**src/rtl/axi4_wr_burst_master_if.sv**
```systemverilog
// AXI4 write-channel bundle (AW, W, B) between the burst master and a memory-mapped slave.
interface axi4_wr_burst_master_if #(
  parameter int ADDR_WIDTH = 16,
  parameter int DATA_WIDTH = 32,
  parameter int STRB_WIDTH = DATA_WIDTH / 8
);
  logic [ADDR_WIDTH-1:0] AWADDR;
  logic [7:0]            AWLEN;
  logic [2:0]            AWSIZE;
  logic [1:0]            AWBURST;
  logic                  AWVALID;
  logic                  AWREADY;
  logic [DATA_WIDTH-1:0] WDATA;
  logic [STRB_WIDTH-1:0] WSTRB;
  logic                  WLAST;
  logic                  WVALID;
  logic                  WREADY;
  logic [1:0]            BRESP;
  logic                  BVALID;
  logic                  BREADY;

  modport master (
    output AWADDR, AWLEN, AWSIZE, AWBURST, AWVALID,
    output WDATA, WSTRB, WLAST, WVALID,
    output BREADY,
    input  AWREADY, WREADY, BRESP, BVALID
  );

  modport slave (
    input  AWADDR, AWLEN, AWSIZE, AWBURST, AWVALID,
    input  WDATA, WSTRB, WLAST, WVALID,
    input  BREADY,
    output AWREADY, WREADY, BRESP, BVALID
  );
endinterface

```
**src/rtl/axi4_wr_burst_master.sv**
```systemverilog
// Turns one command (addr, len, seed) into a single AXI4 INCR write burst and reports BRESP.
// Optional AXI_WR_4K_CHECK_EN: bursts crossing a 4KB boundary are refused with SLVERR, no bus activity.
//
// state | meaning
// IDLE  | ready for a command
// ADDR  | AW channel valid, waiting for AWREADY
// DATA  | W beats in progress, beat counter tracks position
// RESP  | waiting for the B response
module axi4_wr_burst_master #(
  parameter int ADDR_WIDTH = 16,
  parameter int DATA_WIDTH = 32,
  parameter int STRB_WIDTH = DATA_WIDTH / 8
) (
  input  logic                  ACLK,
  input  logic                  ARESETn,
  input  logic                  cmd_valid,
  output logic                  cmd_ready,
  input  logic [ADDR_WIDTH-1:0] cmd_addr,
  input  logic [7:0]            cmd_len,
  input  logic [DATA_WIDTH-1:0] cmd_seed,
  output logic                  done_valid,
  output logic [1:0]            done_resp,
  axi4_wr_burst_master_if.master bus
);

  localparam int SIZE = $clog2(STRB_WIDTH);
  localparam logic [ADDR_WIDTH-1:0] ADDR_MASK = ~(ADDR_WIDTH'(STRB_WIDTH - 1));

  typedef enum logic [1:0] {IDLE, ADDR, DATA, RESP} state_t;

  state_t                state_q, state_d;
  logic                  out_of_rst_q;
  logic [ADDR_WIDTH-1:0] addr_q;
  logic [7:0]            len_q;
  logic [DATA_WIDTH-1:0] seed_q;
  logic [7:0]            beat_q;

  logic cmd_fire, aw_fire, w_fire, b_fire, last_beat, cross_4k;

  // cmd_ready stays low through reset and rises only after the first clean edge
  assign cmd_ready = (state_q == IDLE) && out_of_rst_q;
  assign cmd_fire  = cmd_valid && cmd_ready;
  assign aw_fire   = (state_q == ADDR) && bus.AWREADY;
  assign w_fire    = (state_q == DATA) && bus.WREADY;
  assign b_fire    = (state_q == RESP) && bus.BVALID;
  assign last_beat = (beat_q == len_q);

`ifdef AXI_WR_4K_CHECK_EN
  logic [13:0] end_off;
  assign end_off  = 14'(cmd_addr[11:0] & 12'(ADDR_MASK)) + (14'({1'b0, cmd_len} + 9'd1) << SIZE);
  assign cross_4k = end_off > 14'd4096;
`else
  assign cross_4k = 1'b0;
`endif

  always_comb begin
    state_d = state_q;
    case (state_q)
      IDLE: if (cmd_fire && !cross_4k) state_d = ADDR;
      ADDR: if (aw_fire) state_d = DATA;
      DATA: if (w_fire && last_beat) state_d = RESP;
      RESP: if (b_fire) state_d = IDLE;
      default: state_d = IDLE;
    endcase
  end

  always_ff @(posedge ACLK) begin
    if (!ARESETn) begin
      state_q      <= IDLE;
      out_of_rst_q <= 1'b0;
      addr_q       <= '0;
      len_q        <= '0;
      seed_q       <= '0;
      beat_q       <= '0;
      done_valid   <= 1'b0;
      done_resp    <= 2'b00;
    end else begin
      state_q      <= state_d;
      out_of_rst_q <= 1'b1;
      done_valid   <= 1'b0;
      if (cmd_fire) begin
        if (cross_4k) begin
          done_valid <= 1'b1;
          done_resp  <= 2'b10;
        end else begin
          addr_q <= cmd_addr;
          len_q  <= cmd_len;
          seed_q <= cmd_seed;
          beat_q <= '0;
        end
      end
      // counter parks on the last beat so a 256-beat burst never wraps
      if (w_fire && !last_beat) beat_q <= beat_q + 8'd1;
      if (b_fire) begin
        done_valid <= 1'b1;
        done_resp  <= bus.BRESP;
      end
    end
  end

  assign bus.AWADDR  = addr_q & ADDR_MASK;
  assign bus.AWLEN   = len_q;
  assign bus.AWSIZE  = 3'(SIZE);
  assign bus.AWBURST = 2'b01;
  assign bus.AWVALID = (state_q == ADDR);
  assign bus.WDATA   = seed_q + DATA_WIDTH'(beat_q);
  assign bus.WSTRB   = (state_q == DATA) ? '1 : '0;
  assign bus.WLAST   = (state_q == DATA) && last_beat;
  assign bus.WVALID  = (state_q == DATA);
  assign bus.BREADY  = (state_q == RESP);

endmodule

```
**src/flat_wrapper.sv**
```systemverilog
// flat-port wrapper written by rule: the top's interface ports become plain ports
module axi4_wr_burst_master_flat 
#(
  parameter int ADDR_WIDTH = 16,
  parameter int DATA_WIDTH = 32,
  parameter int STRB_WIDTH = DATA_WIDTH / 8
)
  (ACLK, ARESETn, cmd_valid, cmd_ready, cmd_addr, cmd_len, cmd_seed, done_valid, done_resp, bus_AWADDR, bus_AWLEN, bus_AWSIZE, bus_AWBURST, bus_AWVALID, bus_WDATA, bus_WSTRB, bus_WLAST, bus_WVALID, bus_BREADY, bus_AWREADY, bus_WREADY, bus_BRESP, bus_BVALID);
  axi4_wr_burst_master_if #(.ADDR_WIDTH(ADDR_WIDTH), .DATA_WIDTH(DATA_WIDTH), .STRB_WIDTH(STRB_WIDTH)) bus_i ();
  input  logic ACLK;
  input  logic ARESETn;
  input  logic cmd_valid;
  output logic cmd_ready;
  input  logic [ADDR_WIDTH-1:0] cmd_addr;
  input  logic [7:0] cmd_len;
  input  logic [DATA_WIDTH-1:0] cmd_seed;
  output logic done_valid;
  output logic [1:0] done_resp;
  output wire logic [$bits(bus_i.AWADDR)-1:0] bus_AWADDR;
  output wire logic [$bits(bus_i.AWLEN)-1:0] bus_AWLEN;
  output wire logic [$bits(bus_i.AWSIZE)-1:0] bus_AWSIZE;
  output wire logic [$bits(bus_i.AWBURST)-1:0] bus_AWBURST;
  output wire logic [$bits(bus_i.AWVALID)-1:0] bus_AWVALID;
  output wire logic [$bits(bus_i.WDATA)-1:0] bus_WDATA;
  output wire logic [$bits(bus_i.WSTRB)-1:0] bus_WSTRB;
  output wire logic [$bits(bus_i.WLAST)-1:0] bus_WLAST;
  output wire logic [$bits(bus_i.WVALID)-1:0] bus_WVALID;
  output wire logic [$bits(bus_i.BREADY)-1:0] bus_BREADY;
  input wire logic [$bits(bus_i.AWREADY)-1:0] bus_AWREADY;
  input wire logic [$bits(bus_i.WREADY)-1:0] bus_WREADY;
  input wire logic [$bits(bus_i.BRESP)-1:0] bus_BRESP;
  input wire logic [$bits(bus_i.BVALID)-1:0] bus_BVALID;
  assign bus_AWADDR = bus_i.AWADDR;
  assign bus_AWLEN = bus_i.AWLEN;
  assign bus_AWSIZE = bus_i.AWSIZE;
  assign bus_AWBURST = bus_i.AWBURST;
  assign bus_AWVALID = bus_i.AWVALID;
  assign bus_WDATA = bus_i.WDATA;
  assign bus_WSTRB = bus_i.WSTRB;
  assign bus_WLAST = bus_i.WLAST;
  assign bus_WVALID = bus_i.WVALID;
  assign bus_BREADY = bus_i.BREADY;
  assign bus_i.AWREADY = bus_AWREADY;
  assign bus_i.WREADY = bus_WREADY;
  assign bus_i.BRESP = bus_BRESP;
  assign bus_i.BVALID = bus_BVALID;
  axi4_wr_burst_master #(.ADDR_WIDTH(ADDR_WIDTH), .DATA_WIDTH(DATA_WIDTH), .STRB_WIDTH(STRB_WIDTH)) u_core (.ACLK(ACLK), .ARESETn(ARESETn), .cmd_valid(cmd_valid), .cmd_ready(cmd_ready), .cmd_addr(cmd_addr), .cmd_len(cmd_len), .cmd_seed(cmd_seed), .done_valid(done_valid), .done_resp(done_resp), .bus(bus_i));
endmodule
```
**config.mk**
```make
export PLATFORM = sky130hd
export DESIGN_NAME = axi4_wr_burst_master_flat
export DESIGN_NICKNAME = d
export VERILOG_FILES = /design/src/rtl/axi4_wr_burst_master_if.sv /design/src/rtl/axi4_wr_burst_master.sv /design/src/flat_wrapper.sv
export SDC_FILE = /design/constraint.sdc
export NUM_CORES = 1
export LEC_CHECK = 0
export CORE_MARGIN = 2
export CORE_UTILIZATION = 40
export DETAILED_ROUTE_END_ITERATION = 10
export PLACE_DENSITY = 0.73
export REMOVE_ABC_BUFFERS = 1
export SYNTH_ARGS = -nofsm -noshare
export SYNTH_HDL_FRONTEND = slang
export SYNTH_SLANG_ARGS = --single-unit
```
**constraint.sdc**
```tcl
create_clock -name ACLK -period 4.6 [get_ports ACLK]
set_clock_uncertainty 0.15 [all_clocks]
set_input_delay 1.38 -clock ACLK [delete_from_list [all_inputs] [get_ports ACLK]]
set_output_delay 1.38 -clock ACLK [all_outputs]
set_load 0.005 [all_outputs]
```
# Word-level counts from Yosys, hierarchy flattened
# Cells that the tools add are included.
# word_totals
ff_bits	70
input_bits	64
out_inout_bits	73
elab_cells	40
# op_classes
n_addsub	2
n_eq_ne	8
mux	10
n_reduce_logical	12
# ops
op	n
adder 32 x 8 -> 32 bit	1
two-way mux 8 bit	2
adder 8 x 1 -> 8 bit (second input constant)	1
== test 8 bit	1
logical AND 1 bit	8
two-way mux 2 bit	4
inequality test 2 x 1 -> 1 bit (second input constant)	4
case mux 2 bit (4 select lines)	1
== test 2 bit (second input constant)	2
two-way mux 4 bit	1
AND reduction 4 bit	1
== test 2 x 1 -> 1 bit (second input constant)	1
logical NOT 2 bit	1
two-way mux 1 bit	2
nonzero test 2 bit	1
logical NOT 1 bit	1

# Depth between registers and ports, before layout
# logic_depth
ltp_word	5
mapped_depth	9
mapped_depth_nobuf	8

# Worst setup path after synthesis
# No wires, ideal clock.
# synth_timing
kind	reg-to-output
startpoint	register u_core.beat_q[0]
endpoint	output port bus_WDATA[18]
arrival_time_ns	2.054
required_time_ns	3.070
path_slack_ns	1.016
path_stages_with_launch	10
n_path_buf	1
cell_sequence	dfxtp_1 -> ha_1 -> inv_1 -> fa_1 -> nand2b_1 -> a21oi_1 -> o22ai_1 -> buf_2 -> nor3_1 -> xor2_1
# synth_via
elab_chain_cells	1
# synth_rtl
element	line_no	rtl
start, declared	axi4_wr_burst_master.sv:36	logic [7:0] beat_q;
start signal, assigned	axi4_wr_burst_master.sv:93	if (w_fire && !last_beat) beat_q <= beat_q + 8'd1;
adder 32 x 8 -> 32 bit	axi4_wr_burst_master.sv:106	assign bus.WDATA = seed_q + DATA_WIDTH'(beat_q);
end, declared	flat_wrapper.sv:24	output wire logic [$bits(bus_i.WDATA)-1:0] bus_WDATA;
# No other way between the ends.

# Final worst setup path
# layout_timing
startpoint	register u_core.beat_q[0]
endpoint	output port bus_WDATA[28]
# Same word-level chain as after synthesis.

==> impl_metrics.toml <==
[drt]
route.final.wire_length_um = 10060
wl_per_cell_um = 14.11
ant_nets = 0
drc_viols = 0
post_drt_via_cell_ratio = 4.899
detailroute.via_count = 3493
drt_pass1_iterations = 4
drt_first_iter_violations = 152

[place]
detailedPlacementHpwl_um = 7025
portBuffers = 127
global_placer_s_final_weighted_congestion = 0.8434
placed_cells_incl_taps = 697

[power_and_ir_drop]
static_leakage_nw = 2.108
ir_worst_vdd_mv = 0.1650
cellPowerDensity_nw_per_um2 = 314.4

[timing]
layout_min_cycle_time_ns = 4.445
slew_violations = 0
least_margin_pin_slew_ns = 1.148
setup_violations = 0
max_slew_margin_pct = 23.50
maxClockFrequency_mhz = 225.0
timing.hold.ws_ns = 0.3162
final_min_period_over_clock_period_pct = 96.63
final_hold_viol_count = 0

[yosys]
cell_area_synth_um2 = 3804
yosys-top-cells-area = "sky130_fd_sc_hd__dfxtp_1 36%, sky130_fd_sc_hd__nand2_1 12%, sky130_fd_sc_hd__a21boi_0 11%"
synth_cell_types = 52
synthesis_stage_register_bit_count = 68
synth_edf_count = 0
post_synth_inst_count = 468
async_flop_share_pct = 0
synth_top_area_cell = "sky130_fd_sc_hd__dfxtp_1"
share_of_the_synthesized_area_in_the_top_cell_type_pct = 35.79
synth.yosys.seq_area_share_pct = 35.79
synthesized_area_per_cell_um2 = 8.127
yosysWarningCount = 0
postSynth.topFlopCell = "sky130_fd_sc_hd__dfxtp_1"

[floorplanning]
start_util_pct = 41.16
fp-row-count = 35
fp.dieH_um = 101.5
core-area_um2 = 9240
design.die.area_um2 = 10310
die_width_um = 101.5
count_of_pins_on_the_block_boundary = 137

[cells_and_area]
storage_element_area_um2 = 1361
final_cell_count_no_fill = 713
multi_input_comb_area_um2 = 2273
synthToLayoutAreaGrowth_pct = 41.48
post_route_cells_drive_above_1_share_pct = 7.534
antenna_cells = 0
final_cell_mix = "123 x sky130_fd_sc_hd__nand2_1, 123 x sky130_fd_sc_hd__clkdlybuf4s50_1, 68 x sky130_fd_sc_hd__dfxtp_1"
finalNetCount = 658
layout.filler_cells = 850

[critical_path]
cp_data_required_time_ns = 3.07
critical_path.slowest_cell = "sky130_fd_sc_hd__clkdlybuf4s50_1"
timing.critical_path.to_type = "output pin"
timing.rr.end = "u_core.state_q[1]$_SDFFE_PN0P_"
regToRegStartpoint = "u_core.state_q[1]$_SDFFE_PN0P_"
startpoint_types = "flip-flop"
critical_path_arrival_ns = 2.91
rr_worst_depth = 7
worst-r2r-setup-slack_ns = 2.22
list_of_cells_traversed_by_the_critical_path = "ha_2 -> inv_1 -> fa_1 -> nand2b_4 -> a21oi_2 -> o22ai_2 -> buf_6 -> nor3b_2 -> xor2_1 -> clkdlybuf4s50_1"
path_type_of_the_worst_setup_path = "flip-flop to output pin"
cp_max_fo = 9
worst_path_largest_cell_delay_ns = 0.54

[grt]
globalRoute.totalOverflow = 0
grt_max_degree = 74
grt_antenna_before_repair = 0
first_pass_grt_wire_length_um = 16460
grt_pass1_vias = 3482
combined_global_route_utilization_of_all_metal_layers_pct = 19.81

[job]
max-cap-violations = 0

[cts]
numCtsBuffers = 9
clockRootBuffer = "sky130_fd_sc_hd__clkbuf_8"
cts_hold_buffers = 0
cts-htree-levels = 3
clock_tree_from_tritoncts = "done"
clk_pin_slew_worst_paths_ns = 0.08
clock_insertion_delay_worst_skew_ns = 0.34
cts_sinks = 68
ctsLongestPathBuffers = 2

[run_status]
outcome = "complete, no violations"

[min_path]
worst_min_path_class = "flip-flop to flip-flop"
timing.hold.worst_path_depth = 2
worst_hold_path.endpoint = "u_core.addr_q[9]$_SDFFE_PN0P_"
min_from = "u_core.addr_q[9]$_SDFFE_PN0P_"
worst max path at each step:
stage	from	endpoint	slack (ns)	cells after the start
floorplan	u_core.beat_q[0]$_SDFFE_PN0P_	bus_WDATA[14]	0.83	8
global placement	u_core.beat_q[0]$_SDFFE_PN0P_	bus_WDATA[22]	0.37	10
detailed placement	u_core.beat_q[0]$_SDFFE_PN0P_	bus_WDATA[22]	0.33	10
CTS	u_core.beat_q[0]$_SDFFE_PN0P_	bus_WDATA[22]	0.02	10
global route	u_core.seed_q[0]$_SDFFE_PN0P_	bus_WDATA[28]	-0.0007	10
finish	u_core.beat_q[0]$_SDFFE_PN0P_	bus_WDATA[28]	0.16	10
state kept, by name, indices dropped and copies added, names as in the netlist:
signal,flops
u_core.seed_q,32
u_core.addr_q,14
u_core.beat_q,8
u_core.bus.AWLEN,8
u_core.done_resp,2
u_core.state_q,2
u_core.done_valid,1
u_core.out_of_rst_q,1
per-stage QoR:
step | TNS [ns] | area (um2) | utilization [%] | worst slack (ns) | total power [mW]
finish | 0 | 5381 | 58.24 | 0.1551 | 1.692
global route | -0.0007137 | 5381 | 58.24 | -0.0007137 | 1.794
CTS | 0 | 5321 | 57.59 | 0.02181 | 1.712
detailed placement | 0 | 5097 | 55.17 | 0.3281 | 1.169
global placement | 0 | 5097 | 55.17 | 0.3670 | 1.153
floorplan | 0 | 3621 | - | 0.8289 | 0.9036
synthesized netlist by cell type, types with 5 or more instances:
master,instances
sky130_fd_sc_hd__buf_4,13
sky130_fd_sc_hd__nand4_1,8
sky130_fd_sc_hd__nand3_1,14
sky130_fd_sc_hd__nor3b_1,6
sky130_fd_sc_hd__and3_1,10
sky130_fd_sc_hd__inv_1,11
sky130_fd_sc_hd__a21boi_0,56
sky130_fd_sc_hd__nand2_1,124
sky130_fd_sc_hd__ha_1,13
sky130_fd_sc_hd__o31a_1,5
sky130_fd_sc_hd__dfxtp_1,68
sky130_fd_sc_hd__xor2_1,20
sky130_fd_sc_hd__clkbuf_1,21
sky130_fd_sc_hd__a21oi_1,8
sky130_fd_sc_hd__xnor2_1,18
sky130_fd_sc_hd__nor2_1,7
sky130_fd_sc_hd__nor3_1,5
worst max-delay path, delay by kind of cell (launching register included):
kind | cells | cell delay [ns]
simple gates | 2 | 0.34
compound gates | 2 | 0.31
xor+xnor | 1 | 0.20
buf+inv | 3 | 0.78
flops | 1 | 0.35
fa+ha+maj | 2 | 0.59
cell families (layout without fill, tap and decap cells):
kind of cell             count (synthesis)  after routing  share of synthesized area, %
AND/OR/NAND/NOR                        205            205                         26.55
AO/OA/AOI/OAI                           92             92                         17.53
flip-flops                              68             68                         35.79
buffers and inverters                   49            160                         6.382
XOR/XNOR                                38             38                         8.750
adder cells (fa/ha/maj)                 14             14                         4.803
other                                    2              7                        0.1974
layout make-up:
| class | instances | area share [%] |
|---|---|---|
| inverter | 11 | 0.7673 |
| sequential | 68 | 25.30 |
| timing repair buffer | 134 | 24.72 |
| clock buffer | 9 | 2.302 |
| tap | 129 | 2.999 |
| clock inverter | 6 | 1.674 |
| multi-input combinational | 356 | 42.25 |
routing by layer:
layer	vias up	wire (um)	track usage, %
met1	1612	4607	25.39
met3	16	377	4.072
li1	1784	-	-
met5	-	0	0
met2	81	4877	32.74
met4	0	198	7.484
power by group:
part | switching (mW) | internal, mW | leakage (nW)
Sequential | 0.0473 | 0.642 | 0.554
Clock | 0.235 | 0.303 | 0.105
Combinational | 0.219 | 0.245 | 1.45
repair_timing:
action	4_1_cts	5_1_grt
setup buffers	0	1
setup endpoints to repair	1	8
resized for setup	2	11
pin swaps	0	3
cloned	0	0
(Power assumes the default switching activity.)
